## src/rtl/ex_operand_stage.sv

```systemverilog
// -----------------------------------------------------------------------------
// ex_operand_stage
//
// Registered decode / operand-select stage feeding the RV32I ALU. One
// instruction plus its register-file read data is decoded, writeback
// forwarding is applied to the source operands, and the resulting ALU
// operands, function code and writeback control are held in a single
// valid/ready pipeline register. Supports downstream stall and flush.
//
// Parameters
//   FWD_EN    1: a matching writeback (fwd_we, fwd_rd == rs != 0) replaces the
//                register-file read data at capture; 0: no forwarding
//   ILL_TRAP  1: illegal instructions are presented with out_illegal=1
//             0: illegal instructions are consumed and never presented
//
// Ports
//   clk, rst            clock (rising edge), synchronous active-high reset
//   flush               kill the held entry and the entry offered this cycle
//   in_valid/in_ready   upstream handshake (in_ready is combinational)
//   in_instr, in_pc     raw instruction and its PC
//   in_rs1_data/rs2     register-file reads of instr[19:15] / instr[24:20]
//   fwd_we/rd/data      writeback port used for forwarding
//   out_valid/out_ready downstream handshake
//   out_op1/op2/alu_sel ALU operands and function code
//   out_rd, out_rd_we   destination register (0 when none) and write enable
//   out_is_br           conditional branch, out_funct3 selects the condition
//   out_funct3          instr[14:12]
//   out_illegal         unsupported opcode or funct encoding
// -----------------------------------------------------------------------------
module ex_operand_stage #(
    parameter bit FWD_EN   = 1'b1,
    parameter bit ILL_TRAP = 1'b1
) (
    input  logic        clk,
    input  logic        rst,
    input  logic        flush,
    input  logic        in_valid,
    output logic        in_ready,
    input  logic [31:0] in_instr,
    input  logic [31:0] in_pc,
    input  logic [31:0] in_rs1_data,
    input  logic [31:0] in_rs2_data,
    input  logic        fwd_we,
    input  logic [4:0]  fwd_rd,
    input  logic [31:0] fwd_data,
    output logic        out_valid,
    input  logic        out_ready,
    output logic [31:0] out_op1,
    output logic [31:0] out_op2,
    output logic [3:0]  out_alu_sel,
    output logic [4:0]  out_rd,
    output logic        out_rd_we,
    output logic        out_is_br,
    output logic [2:0]  out_funct3,
    output logic        out_illegal
);

    localparam logic [6:0] OPC_OP     = 7'b0110011;
    localparam logic [6:0] OPC_OP_IMM = 7'b0010011;
    localparam logic [6:0] OPC_LUI    = 7'b0110111;
    localparam logic [6:0] OPC_AUIPC  = 7'b0010111;
    localparam logic [6:0] OPC_JAL    = 7'b1101111;
    localparam logic [6:0] OPC_JALR   = 7'b1100111;
    localparam logic [6:0] OPC_LOAD   = 7'b0000011;
    localparam logic [6:0] OPC_STORE  = 7'b0100011;
    localparam logic [6:0] OPC_BRANCH = 7'b1100011;

    localparam logic [6:0] F7_BASE = 7'b0000000;
    localparam logic [6:0] F7_ALT  = 7'b0100000;

    localparam logic [3:0] SEL_ADD  = 4'h0;
    localparam logic [3:0] SEL_SUB  = 4'h1;
    localparam logic [3:0] SEL_PASS = 4'h2;
    localparam logic [3:0] SEL_SLL  = 4'h3;
    localparam logic [3:0] SEL_SRL  = 4'h4;
    localparam logic [3:0] SEL_SRA  = 4'h5;
    localparam logic [3:0] SEL_XOR  = 4'h6;
    localparam logic [3:0] SEL_OR   = 4'h7;
    localparam logic [3:0] SEL_AND  = 4'h8;
    localparam logic [3:0] SEL_SLT  = 4'h9;
    localparam logic [3:0] SEL_SLTU = 4'hA;

    // ------------------------------------------------------------------
    // Instruction fields and immediates
    // ------------------------------------------------------------------
    logic [6:0]  opcode;
    logic [2:0]  funct3;
    logic [6:0]  funct7;
    logic [4:0]  rd_idx;
    logic [4:0]  rs1_idx;
    logic [4:0]  rs2_idx;
    logic [31:0] imm_i;
    logic [31:0] imm_s;
    logic [31:0] imm_u;
    logic [31:0] shamt_ext;

    assign opcode    = in_instr[6:0];
    assign rd_idx    = in_instr[11:7];
    assign funct3    = in_instr[14:12];
    assign rs1_idx   = in_instr[19:15];
    assign rs2_idx   = in_instr[24:20];
    assign funct7    = in_instr[31:25];
    assign imm_i     = {{20{in_instr[31]}}, in_instr[31:20]};
    assign imm_s     = {{20{in_instr[31]}}, in_instr[31:25], in_instr[11:7]};
    assign imm_u     = {in_instr[31:12], 12'b0};
    assign shamt_ext = {27'b0, in_instr[24:20]};

    // ------------------------------------------------------------------
    // Source operands: x0 is hard zero, then writeback forwarding
    // ------------------------------------------------------------------
    logic [31:0] rs1_val;
    logic [31:0] rs2_val;

    always_comb begin
        rs1_val = in_rs1_data;
        if (rs1_idx == 5'd0) begin
            rs1_val = 32'd0;
        end else if (FWD_EN && fwd_we && (fwd_rd == rs1_idx)) begin
            rs1_val = fwd_data;
        end
    end

    always_comb begin
        rs2_val = in_rs2_data;
        if (rs2_idx == 5'd0) begin
            rs2_val = 32'd0;
        end else if (FWD_EN && fwd_we && (fwd_rd == rs2_idx)) begin
            rs2_val = fwd_data;
        end
    end

    // ------------------------------------------------------------------
    // Decode
    // ------------------------------------------------------------------
    logic [31:0] dec_op1;
    logic [31:0] dec_op2;
    logic [3:0]  dec_sel;
    logic        dec_writes;
    logic        dec_is_br;
    logic        dec_ill;
    logic [4:0]  dec_rd;
    logic        dec_rd_we;

    always_comb begin
        dec_op1    = 32'd0;
        dec_op2    = 32'd0;
        dec_sel    = SEL_ADD;
        dec_writes = 1'b0;
        dec_is_br  = 1'b0;
        dec_ill    = 1'b0;

        case (opcode)
            OPC_OP: begin
                dec_op1    = rs1_val;
                dec_op2    = rs2_val;
                dec_writes = 1'b1;
                case (funct3)
                    3'b000: begin
                        if (funct7 == F7_BASE)     dec_sel = SEL_ADD;
                        else if (funct7 == F7_ALT) dec_sel = SEL_SUB;
                        else                       dec_ill = 1'b1;
                    end
                    3'b001: begin
                        dec_sel = SEL_SLL;
                        dec_op2 = {27'b0, rs2_val[4:0]};
                        dec_ill = (funct7 != F7_BASE);
                    end
                    3'b010: begin
                        dec_sel = SEL_SLT;
                        dec_ill = (funct7 != F7_BASE);
                    end
                    3'b011: begin
                        dec_sel = SEL_SLTU;
                        dec_ill = (funct7 != F7_BASE);
                    end
                    3'b100: begin
                        dec_sel = SEL_XOR;
                        dec_ill = (funct7 != F7_BASE);
                    end
                    3'b101: begin
                        dec_op2 = {27'b0, rs2_val[4:0]};
                        if (funct7 == F7_BASE)     dec_sel = SEL_SRL;
                        else if (funct7 == F7_ALT) dec_sel = SEL_SRA;
                        else                       dec_ill = 1'b1;
                    end
                    3'b110: begin
                        dec_sel = SEL_OR;
                        dec_ill = (funct7 != F7_BASE);
                    end
                    default: begin
                        dec_sel = SEL_AND;
                        dec_ill = (funct7 != F7_BASE);
                    end
                endcase
            end

            OPC_OP_IMM: begin
                dec_op1    = rs1_val;
                dec_op2    = imm_i;
                dec_writes = 1'b1;
                case (funct3)
                    3'b000: dec_sel = SEL_ADD;
                    3'b010: dec_sel = SEL_SLT;
                    3'b011: dec_sel = SEL_SLTU;
                    3'b100: dec_sel = SEL_XOR;
                    3'b110: dec_sel = SEL_OR;
                    3'b111: dec_sel = SEL_AND;
                    3'b001: begin
                        dec_sel = SEL_SLL;
                        dec_op2 = shamt_ext;
                        dec_ill = (funct7 != F7_BASE);
                    end
                    default: begin
                        dec_op2 = shamt_ext;
                        if (funct7 == F7_BASE)     dec_sel = SEL_SRL;
                        else if (funct7 == F7_ALT) dec_sel = SEL_SRA;
                        else                       dec_ill = 1'b1;
                    end
                endcase
            end

            OPC_LUI: begin
                dec_op2    = imm_u;
                dec_sel    = SEL_PASS;
                dec_writes = 1'b1;
            end

            OPC_AUIPC: begin
                dec_op1    = in_pc;
                dec_op2    = imm_u;
                dec_writes = 1'b1;
            end

            // Link value pc+4; the target is computed elsewhere.
            OPC_JAL, OPC_JALR: begin
                dec_op1    = in_pc;
                dec_op2    = 32'd4;
                dec_writes = 1'b1;
            end

            OPC_LOAD: begin
                dec_op1    = rs1_val;
                dec_op2    = imm_i;
                dec_writes = 1'b1;
            end

            OPC_STORE: begin
                dec_op1 = rs1_val;
                dec_op2 = imm_s;
            end

            OPC_BRANCH: begin
                dec_op1   = rs1_val;
                dec_op2   = rs2_val;
                dec_sel   = SEL_SUB;
                dec_is_br = 1'b1;
                dec_ill   = (funct3 == 3'b010) || (funct3 == 3'b011);
            end

            default: begin
                dec_ill = 1'b1;
            end
        endcase

        // Illegal encodings carry no operands and no side effects.
        if (dec_ill) begin
            dec_op1    = 32'd0;
            dec_op2    = 32'd0;
            dec_sel    = SEL_ADD;
            dec_writes = 1'b0;
            dec_is_br  = 1'b0;
        end
    end

    // A write to x0 is no write at all.
    assign dec_rd_we = dec_writes && (rd_idx != 5'd0);
    assign dec_rd    = dec_rd_we ? rd_idx : 5'd0;

    // ------------------------------------------------------------------
    // Pipeline register
    // ------------------------------------------------------------------
    logic capture;
    logic present;

    assign in_ready = !out_valid || out_ready;
    assign capture  = in_valid && in_ready && !flush;
    assign present  = !dec_ill || ILL_TRAP;

    always_ff @(posedge clk) begin
        if (rst) begin
            out_valid   <= 1'b0;
            out_op1     <= 32'd0;
            out_op2     <= 32'd0;
            out_alu_sel <= 4'd0;
            out_rd      <= 5'd0;
            out_rd_we   <= 1'b0;
            out_is_br   <= 1'b0;
            out_funct3  <= 3'd0;
            out_illegal <= 1'b0;
        end else if (flush) begin
            out_valid <= 1'b0;
        end else if (capture) begin
            // A suppressed illegal instruction still consumes the slot.
            out_valid <= present;
            if (present) begin
                out_op1     <= dec_op1;
                out_op2     <= dec_op2;
                out_alu_sel <= dec_sel;
                out_rd      <= dec_rd;
                out_rd_we   <= dec_rd_we;
                out_is_br   <= dec_is_br;
                out_funct3  <= funct3;
                out_illegal <= dec_ill;
            end
        end else if (out_ready) begin
            out_valid <= 1'b0;
        end
    end

endmodule
```

## config.mk

```make
export PLATFORM = sky130hd
export DESIGN_NAME = ex_operand_stage
export DESIGN_NICKNAME = d
export VERILOG_FILES = /design/src/rtl/ex_operand_stage.sv
export SDC_FILE = /design/constraint.sdc
export NUM_CORES = 1
export LEC_CHECK = 0
export ABC_AREA = 1
export ABC_CLOCK_PERIOD_IN_PS = 2600
export BUFFER_PORTS_ARGS = -buffer_cell sky130_fd_sc_hd__buf_2
export CORE_UTILIZATION = 25
export DETAILED_ROUTE_END_ITERATION = 8
export PLACE_DENSITY = 0.51
export SLEW_MARGIN = 5
export SYNTH_ARGS = -nofsm -noshare
export SYNTH_HDL_FRONTEND = slang
export SYNTH_SLANG_ARGS = --single-unit
```

## constraint.sdc

```tcl
create_clock -name clk -period 2.6 [get_ports clk]
set_clock_uncertainty 0.15 [all_clocks]
set_input_delay 0.39 -clock clk [delete_from_list [all_inputs] [get_ports clk]]
set_output_delay 0.39 -clock clk [all_outputs]
set_load 0.005 [all_outputs]
```

## Word level (Yosys, flattened, before mapping)

Cells that the tools add are included.

| storage, ports and cells | value |
|---|---|
| flip-flop bits (word level) | 80 |
| input bits | 171 |
| output and inout bits | 81 |
| logic and storage cells | 86 |

| operators by class | value |
|---|---|
| eq/ne operators | 19 |
| multiplexer cells | 30 |
| bitwise operators | 1 |
| reduce and logical (&&, ||, !) cells | 27 |

Operator list:

| operator | count |
|---|---|
| 32-bit 2-to-1 mux | 8 |
| 32-bit case mux with 7 select lines | 1 |
| 32-bit case mux with 2 select lines | 1 |
| 4-bit case mux with 7 select lines | 2 |
| 7-bit by 6-bit equality test with 1-bit output, second input constant | 4 |
| 7-bit equality test, second input constant | 3 |
| 4-bit case mux with 4 select lines | 1 |
| 7-bit by 5-bit equality test with 1-bit output, second input constant | 2 |
| 3-bit equality test, second input constant | 4 |
| 6-bit OR reduction | 2 |
| 1-bit 2-to-1 mux | 11 |
| 5-bit equality test | 2 |
| 5-bit logical NOT | 2 |
| 2-bit OR reduction | 5 |
| 7-bit by 2-bit equality test with 1-bit output, second input constant | 1 |
| 7-bit logical NOT | 1 |
| 7-bit nonzero test | 1 |
| 7-bit OR reduction | 1 |
| 3-bit by 2-bit equality test with 1-bit output, second input constant | 2 |
| 3-bit 2-to-1 mux | 2 |
| 1-bit logical AND | 5 |
| 5-bit 2-to-1 mux | 1 |
| 5-bit nonzero test | 1 |
| 5-bit OR reduction | 1 |
| 11 further kinds | 13 |

## Logic depth before layout (Yosys ltp)

Gate-level depths: netlist of run 1.

| logic depth | value |
|---|---|
| depth in word-level cells | 8 |
| depth in mapped cells | 12 |
| gate-level depth less buffers | 11 |

## Worst setup path before layout of run 1

No wires, ideal clock.

| path | value |
|---|---|
| path kind | input-to-reg |
| from | in in_instr[3] |
| to | reg out_rd_we |
| setup time | 0.070 ns |
| arrival | 1.591 ns |
| data required time | 2.380 ns |
| slack | 0.788 ns |
| stages on the path | 10 |
| buffers on the path | 1 |
| path through | inv_1 -> nand2_1 -> nor2_2 -> nand2_1 -> nand3_1 -> nand2_2 -> nor3_4 -> buf_6 -> nand2_1 -> a21oi_1 |

| on the way | value |
|---|---|
| longest elaborated chain between the ends | 5 |
| elaborated cells between the ends (all ways) | 15 |
| classes of those cells | eq/ne (9); mux (3); reduce/logical (3) |

Ends and longest elaborated chain:

| what | RTL line | RTL |
|---|---|---|
| start: declaration | 39 | `input logic [31:0] in_instr,` |
| 7-bit by 6-bit equality test with 1-bit output (tied with other cells) | 152 | `case (opcode)` |
| 6-bit OR reduction (no line) / 7-bit OR reduction (equally long branches) | -- |  |
| 1-bit case mux with 4 select lines / 1-bit 2-to-1 mux (equally long branches) | 152 |  |
| 1-bit 2-to-1 mux * | 266 | `if (dec_ill) begin` |
| 1-bit logical AND * | 276 | `assign dec_rd_we = dec_writes && (rd_idx != 5'd0);` |
| end signal: assignment | 310 | `out_rd_we <= dec_rd_we;` |
| end: declaration | 52 | `output logic out_rd_we,` |

Mark *: on every way between the ends. The rest lies on a longest branch, timed or not.
A chain may end at the register's enable or synchronous reset.

## Worst setup path in the final report of run 1

| path | value |
|---|---|
| from | reg out_valid |
| to | reg out_op2[25] |

| on the way | value |
|---|---|
| longest elaborated chain between the ends | 5 |

Ends and longest elaborated chain:

| what | RTL line | RTL |
|---|---|---|
| start: declaration | 46 | `output logic out_valid,` |
| start signal: assignment | 304 | `out_valid <= present;` |
| 1-bit logical NOT | 285 | `assign in_ready = !out_valid \|\| out_ready;` |
| 1-bit logical OR | 285 |  |
| 1-bit logical AND (2 in series) | 286 | `assign capture = in_valid && in_ready && !flush;` |
| 2-bit AND reduction (no line) | -- |  |
| end signal: assignment | 307 | `out_op2 <= dec_op2;` |
| end: declaration | 49 | `output logic [31:0] out_op2,` |

Every way passes these cells.

==> results of run 1 <==
==> flip-flops by register name, summed over array words and instances (netlist names) <==
name,count
out_rd_we,1
out_funct3,3
out_alu_sel,4
out_valid,1
out_op2,32
out_illegal,1
out_rd,5
out_op1,32
out_is_br,1
==> final cells by class <==
type                            instances  area (µm²)
Antenna cell                            2        5.00
Clock buffer                           10         229
Clock inverter                          5        56.3
Fill cell                            2477       14000
Inverter                              159         597
Multi-Input combinational cell        670        3040
Sequential cell                        80        1600
Tap cell                              275         344
Timing Repair Buffer                  273        1450
==> cells by family (layout without fill, tap and decap cells) <==
| group | after synthesis | after routing |
|---|---|---|
| DFF | 80 | 80 |
| buffers and inverters | 220 | 447 |
| and+or+nand+nor | 546 | 546 |
| other | 0 | 2 |
| AOI/OAI and AO/OA | 124 | 124 |
==> stage by stage <==
stage	instances	util (%)	power [mW]	setup WS, ns
after global placement	1457	33.0	1.79	0.460
after detailed placement	1457	33.0	1.79	0.435
after floorplan	970	-	1.51	0.788
after global routing	1473	34.4	3.21	0.444
final	1474	34.4	3.07	0.669
after CTS	1472	34.4	3.12	0.684
==> power by group through the flow <==
stage	Combinational [mW]	Clock, mW	Sequential [mW]
2_1_floorplan	0.251	0	1.26
3_3_place_gp	0.529	0	1.26
3_5_place_dp	0.530	0	1.26
4_1_cts	0.532	1.35	1.23
5_1_grt	0.584	1.39	1.23
6_report	0.531	1.31	1.23
==> placed cells by master, fill, tap and decap left out, drive strengths merged <==
cell,synthesis,routed
nor2,31,31
clkinv,0,2
nand4,69,69
inv,159,160
bufinv,0,1
nor3b,1,1
a22oi,1,1
nand2,363,363
nand3,74,74
or2,1,1
dfxtp,80,80
clkbuf,47,10
clkinvlp,0,1
buf,14,273
nor3,6,6
a21oi,81,81
o21ai,40,40
a31oi,1,1
a211oi,1,1
and2,1,1
diode,0,2
==> routing by layer <==
metal  part of all wire, %  up-vias  GRT usage (%)
met5                     0        -              0
li1                      -     3501              -
met2                    45      275           36.3
met3                   7.4       25           4.27
met1                    45     3133           28.9
met4                   2.2        0           7.12
==> final timing paths <==
kind / start / slack (ns) / to / depth (start not counted)
worst max-delay path: out_valid / 0.67 / out_op2[25] / 7
worst min-delay path: flush / 0.06 / out_valid / 2
worst max register to register: out_valid / 0.67 / out_op2[25] / 7
worst min register to register: out_op1[0] / 0.31 / out_op1[0] / 2
==> metrics.txt, run 1 <==
mux contribution to synthesized area 0%; Crit-path slowest cell buf_4; HPWL after DPL 18400 µm; clock share of power 42.6%; DIE WIDTH around 150 µm; Via density 4.70; Max-slew headroom 40.0%; status finished, final reports clean; CP Launch Type flop; Flop pwr share 40.1%; combinational family with the most area after synthesis simple AND/OR/NAND/NOR gates; final worst path period need 1.93 ns; Tot GR Track Use 22.1%; synthesized instance count 970; delay-heaviest family, CP buffers and inverters; FFs w/ async S/R, synth 0%; GPL Wtd Cong 0.883; area fraction in compound gates after synthesis 11.4%; initial DRC count ~420; arrival time at the worst endpoint roughly 2.1 ns; Comb pwr share between 15 and 20%; Chip Height 150 µm; Cell Rows between 50 and 60; CTS root buffer clkbuf_16; hold_ws 0.0632 ns; CTS tree yes; area grow syn2layout 33.4%; share of cells above drive strength 1 26.1%; Reg clk slew, reported paths 0.06 ns; core footprint 21300 µm²; first-pass GRT wire length 37300 µm; top cells by area, synth dfxtp_1 (29%), nand2_1 (25%), inv_1 (10%); Top FF cell, synth dfxtp_1; post-route cell area 7320 µm²; critical path's largest stage delay slightly below 0.7 ns; category of the most critical setup path reg2reg; # hold bufs at CTS 0; final setup fails 0; post-synth cell types 26; antenna violations before repair 2; setup bufs post-CTS 0; Setup crit end kind flop; clk sinks 80; die area 22500 µm²; port bufs between 200 and 300; Internal between 2 and 2.5 mW; slew at the pin with the worst max-slew slack 0.901 ns; worst path bufs/invs 3; Final Hold Viols 0; placed inst area 7030 µm²; area leader, netlist dfxtp_1; DR DRC count 0; Synth Cell Area about 5500 µm²; Detail Route Antenna Nets 0; P_sw about 920 µW; CTS buffer count 9; IO Pins 252; critical path required time 2.73 ns; Seq/Total Area, Yosys between 20% and 30%; via count 6934; RSZ-0062 raised after global routing false; most frequent cell after synthesis nand2_1; worst-path fanout max 76; Synth Register Bits 80; Resize count post-CTS 0; Pwr Density 420 nW/µm²; part of the cycle the worst path needs ~74%; Nets ~1.4k; routed wire length roughly 25000 µm; Mapped Avg Cell Area approximately 5.7 µm²; Post-synth top cells nand2_1 (360), inv_1 (152), a21oi_1 (81); Syn. warnings 0; Post-synth EDFFs 0; worst-path cell chain inv_1 -> nor2_1 -> nor3_1 -> inv_2 -> buf_4 -> nand2_1 -> a21oi_1; Final TNS setup 0 ns; Initial Util between 20% and 30%; Synth top area share 29.2%; Synthesized Nets 1141; maximum number of pins on one net before global-route repair 77; Synth Area in Simple Gates 43.1%; H-Tree Depth 3; LEAKAGE 3.95 nW; vias in the first global route 6752; Hold Path Class in2reg; max_cap viols 0; Max Slew Vio Count 0; drt pass-1 iters 5; clk buf depth 2; WL/cell between 15 and 20 µm; grt ovf 0; XOR/XNOR Fraction of Synth Area 0%; Clk Latency, worst-skew pair 0.35 ns; fmax 518 MHz; Post-Synth Adder-Cell Area 0%; Net Sw Frac 30.0%; Peak VDD IR about 0.28 mV
No activity file was read; power rests on OpenSTA's default activity.
==> inputs of run 2 (changes only) <==
--- a/config.mk
+++ b/config.mk
@@ -6,11 +6,11 @@
 export NUM_CORES = 1
 export LEC_CHECK = 0
 export ABC_AREA = 1
-export ABC_CLOCK_PERIOD_IN_PS = 2600
+export ABC_CLOCK_PERIOD_IN_PS = 1700
 export BUFFER_PORTS_ARGS = -buffer_cell sky130_fd_sc_hd__buf_2
 export CORE_UTILIZATION = 25
 export DETAILED_ROUTE_END_ITERATION = 8
-export PLACE_DENSITY = 0.51
+export PLACE_DENSITY = 0.53
 export SLEW_MARGIN = 5
 export SYNTH_ARGS = -nofsm -noshare
 export SYNTH_HDL_FRONTEND = slang
==> constraint.sdc (replaced) <==
create_clock -name clk -period 1.7 [get_ports clk]
set_clock_uncertainty 0.15 [all_clocks]
set_input_delay 0.255 -clock clk [delete_from_list [all_inputs] [get_ports clk]]
set_output_delay 0.255 -clock clk [all_outputs]
set_load 0.005 [all_outputs]
==> run 2 against run 1 <==
Compared with the run above:
- the flow now finishes with violations (negative setup slack)
- clock power increased by 41%
- cell area grew 16%
- hold slack lost 0.0089 ns
- via count rose by 3.5%
- critical endpoint is now out_op2[24]
- non-clock buffer count is 91 higher
- sequential share of layout area shrank 3.0 points
- largest cell class unchanged
==> metrics.txt, run 2 (synthesis results as in run 1) <==
status finished with violations; violated checks negative setup slack; area grow syn2layout 54.3%; Hold Crit Start in_instr[9]; Max-slew headroom 77.0%; LEAKAGE 4.61 nW; most frequent cells in the layout nand2_1 (327), buf_2 (251), inv_1 (150); worst reg2reg startpoint out_valid; critical path required time roughly 1.8 ns; HPWL after DPL 18800 µm; placed inst area 7710 µm²; Max Slew Vio Count 0; clk buf depth 2; share of cells above drive strength 1 between 30% and 40%; DR DRC count 0; largest registers out_op1 (32), out_op2 (32), out_rd (5); Initial Util 25.8%; routed wire length 25700 µm; CTS tree yes; CTS root buffer clkbuf_16; initial DRC count 382; CP Launch Type flop; Nets 1455; part of the cycle the worst path needs 102%; Clk Latency, worst-skew pair about 0.35 ns; Peak VDD IR 0.497 mV; CTS buffer count 9; final worst path period need approximately 1.7 ns; H-Tree Depth 3; worst-path fanout max 6; maximum number of pins on one net before global-route repair 52; Crit-path slowest cell dfxtp_2; post-route cell area 8460 µm²; grt ovf 0; Critical Path Start out_valid; RSZ-0062 raised after global routing true; Setup WS post-layout -0.0268 ns; Tot GR Track Use between 20 and 25%; Detail Route Antenna Nets 0; GPL Wtd Cong 0.869; Chip Height 150 µm; via count a little over 7k; max_cap viols 0; Pwr Density roughly 560 nW/µm²; Final Hold Viols 0; final setup fails 7; IO Pins 252; fmax 579 MHz; Reg clk slew, reported paths 0.06 ns; die area approximately 23000 µm²; commonest non-fill, non-tap cell in the layout nand2_1; Setup crit end kind flop; core footprint 21300 µm²; Via density 4.59; antenna violations before repair 1; vias in the first global route 6586; port bufs between 200 and 300; arrival time at the worst endpoint 1.86 ns; slew at the pin with the worst max-slew slack roughly 0.34 ns; first-pass GRT wire length 36700 µm; Util after Layout 39.8%; Hold Path Class in2reg; Cell Rows 53; WL/cell 16.5 µm; DIE WIDTH 150 µm; clk sinks 80; category of the most critical setup path reg2reg; critical path's largest stage delay ~0.33 ns; Final TNS setup -0.112 ns; worst-path cell chain inv_2 -> nor2_4 -> nor3_4 -> inv_2 -> nor3_4 -> buf_6 -> clkbuf_16 -> nand2_2 -> a21oi_2; drt pass-1 iters 6
run 2: stage by stage:
step	total power, mW	cells	worst slack, ns	hold WS (ns)
3_5_place_dp	2.88	1533	-0.303	0.297
2_1_floorplan	2.31	970	0.0235	0.183
5_1_grt	4.94	1562	-0.103	0.0689
4_1_cts	4.75	1551	0.0229	0.0334
6_report	4.73	1563	-0.0268	0.0543
3_3_place_gp	2.88	1533	-0.241	0.290
run 2: critical path, delay by kind of cell, from the launching register on:
kind,cells,cell delay (ns)
buffers and inverters,4,0.57
AND/OR/NAND/NOR,4,0.47
flip-flops,1,0.33
AO/OA/AOI/OAI,1,0.12
run 2: final timing paths:
path	cells after the start	slack, ns	endpoint
max	9	-0.03	out_op2[24]
min	3	0.05	out_rd[2]
max reg2reg	9	-0.03	out_op2[24]
min reg2reg	2	0.31	out_op2[10]
run 2: final cells by class:
cell class	instances	area [µm²]
Fill cell	2361	12800
Multi-Input combinational cell	670	3240
Timing Repair Buffer	364	2410
Sequential cell	80	1600
Inverter	159	597
Tap cell	275	344
Clock buffer	10	239
Clock inverter	4	22.5
Antenna cell	1	2.50
run 2: metal layers:
metal	part of all wire [%]	vias to the layer above	GRT usage (%)
li1	-	3692	-
met5	0.039	-	0
met1	46	3209	29.2
met3	6.2	24	3.33
met4	1.9	2	6.92
met2	46	252	35.9
run 2: where the power goes:
group | leakage, nW | total, mW | internal [mW] | switching (mW)
Sequential | 0.645 | 1.89 | 1.88 | 0.00384
Combinational | 3.84 | 0.998 | 0.417 | 0.581
Clock | 0.130 | 1.85 | 1.01 | 0.841
run 2: what timing repair did:
item | 4_1_cts | 5_1_grt
hold buffers | 1 | 0
gates resized for setup | 4 | 71
hold endpoints to repair | 1 | 0
gates cloned | 1 | 8
buffers inserted | 2 | 3
setup endpoints to repair | 71 | 71
pin swaps | 2 | 19
==> inputs of run 3 (changes only) <==
--- a/config.mk
+++ b/config.mk
@@ -8,9 +8,10 @@
 export ABC_AREA = 1
 export ABC_CLOCK_PERIOD_IN_PS = 1700
 export BUFFER_PORTS_ARGS = -buffer_cell sky130_fd_sc_hd__buf_2
-export CORE_UTILIZATION = 25
+export CORE_UTILIZATION = 43
 export DETAILED_ROUTE_END_ITERATION = 8
-export PLACE_DENSITY = 0.53
+export PLACE_DENSITY = 0.8
+export SETUP_SLACK_MARGIN = 0.3
 export SLEW_MARGIN = 5
 export SYNTH_ARGS = -nofsm -noshare
 export SYNTH_HDL_FRONTEND = slang
==> run 3 against run 2 <==
Compared with the run above:
- the flow now finishes without violations
- total power up 4.6%
- hold slack improved by 0.025 ns
- final cell count decreased by 7.2%
- global-route usage up 12 points
- setup slack better by 0.053 ns
- critical endpoint is now out_alu_sel[1]
- highest routed layer is now met4
==> metrics.txt, run 3 (synthesis results as in run 1) <==
Filler cells 1068; core footprint roughly 12000 µm²; routed wire length around 25000 µm; Chip Height 115 µm; maximum number of pins on one net before global-route repair 58; antenna violations before repair 1; LEAKAGE 4.62 nW; hold path depth 3; critical path's largest stage delay 0.18 ns; WL/cell between 15 and 20 µm; share of cells above drive strength 1 37.1%; worst-path cell chain buf_2 -> inv_1 -> nand2_1 -> nor2_1 -> nand3_1 -> nand3_1 -> nand2_2 -> nor3_4 -> buf_12 -> buf_6 -> nand2_1 -> a21oi_1; Via density 5.40; CTS root buffer clkbuf_16; worst path bufs/invs 4; CTS tree yes; Final Hold Viols 0; final worst path period need 1.67 ns; fmax 597 MHz; RSZ-0062 raised after global routing true; GPL Wtd Cong 0.942; Util after Layout 70.5%; worst-path fanout max 10; Hold Path Class in2reg; Setup crit end kind flop; final setup fails 0; area grow syn2layout 57.0%; CP Launch Type primary input; Nets 1449; Worst Reg2Reg Path Length in Cells 10; Max-slew headroom 63.9%; Initial Util 44.9%; worst reg2reg startpoint out_valid; Peak VDD IR 0.402 mV; hold path endpoint out_rd[3]; status finished, final reports clean; H-Tree Depth 3; critical path required time 1.82 ns; Clk Latency, worst-skew pair 0.34 ns; IO Pins 252; Max Slew Vio Count 0; via count 7830; arrival time at the worst endpoint 1.80 ns; Tot GR Track Use between 30 and 40%; first-pass GRT wire length 34600 µm; vias in the first global route 6918; category of the most critical setup path in2reg; Hold Crit Start in_instr[10]; initial DRC count 809; Pwr Density 575 nW/µm²; die area 13200 µm²; CTS buffer count 9; clk sinks 80; commonest non-fill, non-tap cell in the layout nand2_1; part of the cycle the worst path needs 98.5%; drt pass-1 iters 5; most frequent cells in the layout nand2_1 (321), buf_2 (251), inv_1 (146); Final TNS setup 0 ns; grt ovf 0; Reg clk slew, reported paths ~0.06 ns; clk buf depth 2; max_cap viols 0; RR Endpoint out_rd[2]; delay-heaviest family, CP simple AND/OR/NAND/NOR gates; port bufs roughly 250; setup slack, reg-to-reg 0.05 ns; Cell Rows 40; slew at the pin with the worst max-slew slack 0.536 ns; DIE WIDTH between 100 and 150 µm; Crit-path slowest cell nor3_4; DR DRC count 0; HPWL after DPL 16300 µm; Detail Route Antenna Nets 0; largest registers out_op1 (32), out_op2 (32), out_rd (5)
run 3: cell types whose count changed in the layout (fill, tap and decap cells not counted), sizes merged:
cell	before	now
buf	357	350
clkinvlp	1	4
clkinv	3	1
bufinv	0	1
clkbuf	16	17
inv	159	158
run 3: repair_timing:
item | CTS | global route
pin swaps | 1 | 17
hold buffers | 1 | 0
setup endpoints to repair | 77 | 80
gates resized for setup | 40 | 71
setup buffers | 7 | 10
endpoints found under the hold margin | 1 | 0
cloned | 7 | 7
run 3: metal layers:
metal,share of wire [%],global-route usage [%]
met5,0,0
met4,4.5,13.3
met3,9.8,6.54
met2,48,60.1
met1,38,41.0
run 3: worst max-delay path by stage:
stage                  from              to  slack (ns)  depth (start not counted)
5_1_grt         in_instr[3]     out_illegal       -0.05                         13
6_report       in_instr[13]  out_alu_sel[1]        0.03                         12
2_1_floorplan  in_instr[25]       out_rd_we        0.05                         10
4_1_cts           out_valid      out_op1[7]        0.09                          9
3_3_place_gp    in_instr[2]     out_op2[16]       -0.26                         12
3_5_place_dp    in_instr[2]     out_op2[16]       -0.29                         12
run 3: worst register-to-register path, cell delays in order, from the launching register on:
cell       delay (ns)
dfxtp_2          0.33
inv_2            0.04
nor2_4           0.11
nor3_4           0.05
inv_2            0.10
buf_6            0.11
buf_6            0.12
clkbuf_16        0.17
buf_8            0.13
nand2_1          0.06
a21oi_1          0.20
run 3: through the flow:
stage          power, mW  cell area [µm²]  setup WS [ns]  std cells  hold slack [ns]
2_1_floorplan       2.32             5560         0.0532        970            0.183
3_3_place_gp        2.80             7460         -0.261       1403            0.296
3_5_place_dp        2.80             7460         -0.288       1403            0.302
4_1_cts             4.84             8110         0.0940       1433           0.0461
5_1_grt             5.11             8610        -0.0533       1451           0.0773
6_report            4.95             8610         0.0259       1451           0.0798
run 3: where the power goes:
| part | switching (mW) | internal [mW] |
|---|---|---|
| Sequential | 0.00511 | 1.88 |
| Combinational | 0.609 | 0.469 |
| Clock | 0.818 | 1.17 |
run 3: cell type report:
cell class | instances | area (µm²) | area share, %
clock buffer | 10 | 239 | 2.78
inverter | 159 | 606 | 7.03
timing repair buffer | 358 | 2540 | 29.6
multi-input combinational | 670 | 3350 | 38.9
tap | 168 | 210 | 2.44
antenna | 1 | 2.50 | 0.0291
clock inverter | 5 | 57.6 | 0.668
sequential | 80 | 1600 | 18.6
